**src/rtl/norm_pack.sv**
```systemverilog
// norm_pack: FP adder back end that normalises, rounds to nearest-even and packs an IEEE-754 single.
// Build option NORM_PACK_LZC_EN: single-cycle leading-zero shift instead of the iterative NORM state.
module norm_pack #(
  parameter int EXP_W  = 8,
  parameter int MANT_W = 28,
  parameter int FRAC_W = 23
) (
  input  logic                        clk,
  input  logic                        rst,
  input  logic                        in_valid,
  output logic                        in_ready,
  input  logic [EXP_W+MANT_W:0]       in_data,
  output logic                        out_valid,
  input  logic                        out_ready,
  output logic [EXP_W+FRAC_W:0]       out_data,
  output logic                        out_ovf,
  output logic                        out_unf
);

  typedef enum logic [2:0] {
    IDLE  = 3'd0,
    CHECK = 3'd1,
    NORM  = 3'd2,
    ROUND = 3'd3,
    DONE  = 3'd4
  } state_t;

  state_t              state_r, state_s;
  logic                sign_r, sign_s;
  logic [MANT_W-1:0]   mant_r, mant_s;
  logic [EXP_W:0]      exp_r, exp_s;
  logic [31:0]         data_r, data_s;
  logic                ovf_r, ovf_s;
  logic                unf_r, unf_s;
  logic                in_ready_r, out_valid_r;
  logic                inc_s;
  logic [23:0]         frac_sum_s;
  logic [8:0]          exp_rnd_s;

`ifdef NORM_PACK_LZC_EN
  logic [4:0]          lzc_s;

  function automatic logic [4:0] lzc27(input logic [26:0] m);
    logic [4:0] n;
    logic       found;
    n     = 5'd0;
    found = 1'b0;
    for (int i = 26; i >= 0; i--) begin
      if (!found) begin
        if (m[i]) found = 1'b1;
        else      n     = n + 5'd1;
      end
    end
    return n;
  endfunction

  assign lzc_s = lzc27(mant_r[26:0]);
`endif

  // Round-to-nearest-even; the hidden bit is always set in ROUND, so a carry out of the
  // fraction is exactly the carry out of the 24-bit significand (sig becomes 0x800000).
  always_comb begin
    inc_s      = mant_r[2] & (mant_r[1] | mant_r[0] | mant_r[3]);
    frac_sum_s = {1'b0, mant_r[25:3]} + {23'd0, inc_s};
    exp_rnd_s  = exp_r + {8'd0, frac_sum_s[23]};
  end

  // State register
  always_ff @(posedge clk) begin
    if (rst) state_r <= IDLE;
    else     state_r <= state_s;
  end

  // Next-state logic
  always_comb begin
    state_s = state_r;
    case (state_r)
      IDLE: begin
        if (in_valid) state_s = CHECK;
        else          state_s = IDLE;
      end
      CHECK: begin
        if (mant_r == 28'd0 || exp_r == 9'h0FF || exp_r == 9'h000) state_s = DONE;
        else if (mant_r[27] || mant_r[26])                       state_s = ROUND;
        else begin
`ifdef NORM_PACK_LZC_EN
          if ({4'd0, lzc_s} >= exp_r) state_s = DONE;
          else                        state_s = ROUND;
`else
          state_s = NORM;
`endif
        end
      end
      NORM: begin
        if (exp_r == 9'd1)   state_s = DONE;
        else if (mant_r[25]) state_s = ROUND;
        else                 state_s = NORM;
      end
      ROUND: state_s = DONE;
      DONE: begin
        if (out_ready) state_s = IDLE;
        else           state_s = DONE;
      end
      default: state_s = IDLE;
    endcase
  end

  // Datapath and result computation per state
  always_comb begin
    sign_s = sign_r;
    mant_s = mant_r;
    exp_s  = exp_r;
    data_s = data_r;
    ovf_s  = ovf_r;
    unf_s  = unf_r;
    case (state_r)
      IDLE: begin
        if (in_valid) begin
          sign_s = in_data[36];
          exp_s  = {1'b0, in_data[35:28]};
          mant_s = in_data[27:0];
        end else begin
          sign_s = sign_r;
        end
      end
      CHECK: begin
        if (mant_r == 28'd0) begin
          data_s = 32'h0000_0000;
          ovf_s  = 1'b0;
          unf_s  = 1'b0;
        end else if (exp_r == 9'h0FF) begin
          data_s = {sign_r, 8'hFF, 23'd0};
          ovf_s  = 1'b1;
          unf_s  = 1'b0;
        end else if (exp_r == 9'h000) begin
          data_s = {sign_r, 31'd0};
          ovf_s  = 1'b0;
          unf_s  = 1'b1;
        end else if (mant_r[27]) begin
          mant_s = {1'b0, mant_r[27:2], mant_r[1] | mant_r[0]};
          exp_s  = exp_r + 9'd1;
        end else if (mant_r[26]) begin
          mant_s = mant_r;
        end else begin
`ifdef NORM_PACK_LZC_EN
          if ({4'd0, lzc_s} >= exp_r) begin
            data_s = {sign_r, 31'd0};
            ovf_s  = 1'b0;
            unf_s  = 1'b1;
          end else begin
            mant_s = mant_r << lzc_s;
            exp_s  = exp_r - {4'd0, lzc_s};
          end
`else
          mant_s = mant_r;
`endif
        end
      end
      NORM: begin
        if (exp_r == 9'd1) begin
          data_s = {sign_r, 31'd0};
          ovf_s  = 1'b0;
          unf_s  = 1'b1;
        end else begin
          mant_s = {mant_r[26:0], 1'b0};
          exp_s  = exp_r - 9'd1;
        end
      end
      ROUND: begin
        if (exp_rnd_s >= 9'h0FF) begin
          data_s = {sign_r, 8'hFF, 23'd0};
          ovf_s  = 1'b1;
          unf_s  = 1'b0;
        end else begin
          data_s = {sign_r, exp_rnd_s[7:0], frac_sum_s[22:0]};
          ovf_s  = 1'b0;
          unf_s  = 1'b0;
        end
      end
      DONE: begin
        data_s = data_r;
      end
      default: begin
        data_s = data_r;
      end
    endcase
  end

  // Operand/result registers and registered handshake outputs
  always_ff @(posedge clk) begin
    if (rst) begin
      sign_r      <= 1'b0;
      mant_r      <= 28'd0;
      exp_r       <= 9'd0;
      data_r      <= 32'd0;
      ovf_r       <= 1'b0;
      unf_r       <= 1'b0;
      in_ready_r  <= 1'b1;
      out_valid_r <= 1'b0;
    end else begin
      sign_r      <= sign_s;
      mant_r      <= mant_s;
      exp_r       <= exp_s;
      data_r      <= data_s;
      ovf_r       <= ovf_s;
      unf_r       <= unf_s;
      in_ready_r  <= (state_s == IDLE);
      out_valid_r <= (state_s == DONE);
    end
  end

  assign in_ready  = in_ready_r;
  assign out_valid = out_valid_r;
  assign out_data  = data_r;
  assign out_ovf   = ovf_r;
  assign out_unf   = unf_r;

endmodule

```
**config.mk**
```make
export PLATFORM = sky130hd
export DESIGN_NAME = norm_pack
export DESIGN_NICKNAME = d
export VERILOG_FILES = /design/src/rtl/norm_pack.sv
export SDC_FILE = /design/constraint.sdc
export NUM_CORES = 1
export LEC_CHECK = 0
export BUFFER_PORTS_ARGS = -buffer_cell sky130_fd_sc_hd__buf_2
export CORE_ASPECT_RATIO = 1.1
export CORE_UTILIZATION = 30
export DETAILED_ROUTE_END_ITERATION = 10
export SKIP_LAST_GASP = 1
export SYNTH_ARGS = -nofsm -noshare
export SYNTH_HDL_FRONTEND = slang
export SYNTH_SLANG_ARGS = --single-unit
```
**constraint.sdc**
```tcl
create_clock -name clk -period 4.55 [get_ports clk]
set_clock_uncertainty 0.1 [all_clocks]
set_input_delay 0.2275 -clock clk [delete_from_list [all_inputs] [get_ports clk]]
set_output_delay 0.2275 -clock clk [all_outputs]
set_load 0.02 [all_outputs]
```
==> results by group <==
Route
  • DRC: 0
  • DR pass1 iterations: 5
  • Avg WL per Cell: between 15 and 20 um
  • Routed vias/inst: 5.63
  • Via count: 4433
  • Post-route ant nets: 0
  • Drt first-iter violations: 284
  • Total routed wirelength: approximately 13000 um

Floorplanning
  • Core region area: approximately 15000 um2
  • Die H: ~130 um
  • Num rows: 46
  • Die width: approximately 120 um
  • IO Pins: 77
  • Die area: 15500 um2
  • Starting Density: 0.310

Placed design
  • GPL Wtd Cong: between 0.8 and 0.9
  • Area post-placement: 4960 um2
  • Placed Cells: just under 800
  • DPL Wire Length: between 9000 and 10000 um
  • DP Worst Slack: around 0.7 ns
  • Port Buffers: between 70 and 80

Cells and area
  • Fin area: ~5300 um2
  • Post-Layout Cell Count: slightly below 800
  • Nets: about 640
  • Layout Utilization: 0.361
  • # fillers: approximately 1.5k
  • Area Overhead vs Synth: 16.6%
  • Layout cells sized above 1: 0.199
  • Multi-input logic area: 2660 um2
  • Reg area: roughly 1500 um2

Logic synthesis
  • Post-Syn Area per Cell: about 8.2 um2
  • Async SR Flop Fraction: 0
  • Seq/Total Area, Yosys: 0.342
  • Area leader, netlist: dfxtp_1
  • Post-synth EDFFs: 0
  • Post-Syn Nets: 601
  • Main synth FF type: dfxtp_1
  • Top cells by area, synth: dfxtp_1 (34%), a21oi_1 (5.5%), o221ai_1 (5.0%)
  • Count of cell types in the netlist: 65
  • Flops & latches, synth: 77
  • Top cell type's share of synthesized area: 0.342
  • Mapped Cells: between 500 and 600
  • Synth warn: 0
  • Syn Std Cell Area: about 4500 um2

CTS
  • Cts hold-fix bufs: 0
  • CTS tree: built
  • Reg clk slew, reported paths: approximately 0.060 ns
  • CTS buffer count: 9
  • Clk_lat worst skew: 0.35 ns
  • Post-CTS setup buffer count: 0
  • Clock sinks: 77
  • H-tree depth: 3
  • Post-CTS sizing: 0
  • Clock Tree Buf Depth: 2
  • Root buf cell: clkbuf_16

Critical path
  • Reg2reg start: mant_r[5]
  • CP max FO: 13
  • Kind of critical path: flip-flop to flip-flop
  • Worst Path Arrival: just under 4 ns
  • Worst setup SP type: flip-flop
  • Critical Path End Type: flip-flop
  • RR Endpoint: out_data[0]
  • Critical path endpoint: out_data[0]
  • CP required: around 4.7 ns
  • R2R cell count: 13
  • Critical path startpoint: mant_r[5]
  • R2R Setup Slk: around 0.72 ns

Status
  • Status: finished, final reports clean

Flow run
  • Max cap viols: 0

Timing
  • Fmax: between 0.2 and 0.3 GHz
  • PnR worst setup slack: 0.724 ns
  • Max Slew Vio Count: 0
  • Setup TNS Final: 0 ns
  • Final Hold Viols: 0
  • Slew @ Worst Pin: between 1 and 1.5 ns
  • Fin crit period: 3.83 ns
  • Period utilisation layout: 0.841
  • Final hold slack: between 0.05 and 0.06 ns
  • Max-slew headroom: 0.245
  • Setup violators final: 0
  • RSZ-0062 raised after global routing: false

GRT
  • Vias in the first global route: 4198
  • Global-route wire length before repair: 21800 um
  • GRT Residual Overflow: 0
  • Total Routing Usage GR: 0.178
  • Largest net degree at the start of global routing: 51
  • Antenna violations before repair: 1

Power and ir drop
  • Leak: 1.88 nW
  • Total power: 3.57 mW
  • VDD IR-drop max: between 0.2 and 0.3 mV
  • Power Density: approximately 680 nW/um2

Hold path
  • Hold Path Class: input pin to flip-flop
==> synth_stat cells (8+ instances only) <==
library cell / n
xnor2_1: 11
nor2_1: 29
nand2_1: 52
o22a_1: 25
nand3_1: 24
a21oi_1: 50
o221ai_1: 26
o21ai_0: 20
xor2_1: 13
buf_2: 13
clkbuf_1: 39
dfxtp_1: 77
ha_1: 8
nand4_1: 15
inv_1: 14
o2bb2ai_1: 22
nor4_1: 9
==> how the worst min path moves through the flow <==
| stage | startpoint | to | slack [ns] | cells after the start |
|---|---|---|---|---|
| detailed placement | out_data[17] | out_data[17] | 0.34 | 1 |
| global route | in_data[28] | exp_r[0] | 0.08 | 3 |
| floorplan | rst | in_ready | 0.24 | 2 |
| global placement | out_data[17] | out_data[17] | 0.34 | 1 |
| finish | in_data[36] | sign_r | 0.05 | 3 |
| CTS | in_data[36] | sign_r | 0.06 | 3 |
==> cell type report <==
cell class	count	share of cell area
repair buffers	87	0.0880
flip-flops and latches	77	0.293
well taps	192	0.0457
clock inverters	6	0.0136
multi-input cells	400	0.506
clock buffers	10	0.0435
inverters	14	0.00999
diodes	1	0.000476
==> metal layers <==
| layer | global-route usage | up-vias | wire length (um) |
|---|---|---|---|
| li1 | - | 2171 | - |
| met1 | 0.226 | 2083 | 6060 |
| met2 | 0.291 | 159 | 6280 |
| met3 | 0.0369 | 20 | 855 |
| met4 | 0.0789 | 0 | 276 |
| met5 | 0 | - | 0 |
==> state kept, by name, summed over array words and instances (netlist names) <==
signal     cells
exp_r          9
in_ready       1
mant_r        28
out_data      32
out_ovf        1
out_unf        1
out_valid      1
sign_r         1
state_r        3
==> worst max-delay path, cell delays in order, from the launching register on <==
cell and delay [ns]:
dfxtp_1 0.48, nand4_1 0.25, nor4_1 0.42, buf_4 0.21
nand3_1 0.07, nor2_1 0.21, ha_1 0.19, ha_1 0.19
nand3_2 0.13, or3_1 0.38, a2111oi_2 0.41, a2111o_1 0.33
buf_4 0.24, o2bb2ai_1 0.09
==> placed cells by master, fill, tap and decap left out, drive strengths merged, types with 5 or more instances in the layout <==
master   synthesis  layout
a211oi           5       5
a21oi           51      51
a221oi           7       7
a31oi            6       6
buf             21      87
clkbuf          40      10
dfxtp           77      77
ha               8       8
inv             14      16
nand2           52      52
nand3           25      25
nand4           15      15
nor2            29      29
nor3             7       7
nor4            10      10
o21ai           23      23
o221ai          26      26
o22a            25      25
o2bb2ai         23      23
or3              6       6
xnor2           11      11
xor2            13      13
==> logic make-up (layout without fill, tap and decap cells) <==
family / Yosys count / count (layout) / synth area share
compound gates: 192 / 192 / 0.316
xor+xnor: 24 / 24 / 0.0466
fa+ha+maj: 8 / 8 / 0.0222
buf+inv: 75 / 117 / 0.0713
flops: 77 / 77 / 0.342
mux: 3 / 3 / 0.00666
other cells: 0 / 1 / 0
simple gates: 173 / 173 / 0.196
==> where the power goes <==
group          total, mW  internal [mW]  switching [mW]
sequential          1.14          0.848           0.296
combinational       1.70          0.683            1.01
clock              0.732          0.430           0.302
total               3.57           1.96            1.61
(Power assumes the default switching activity.)
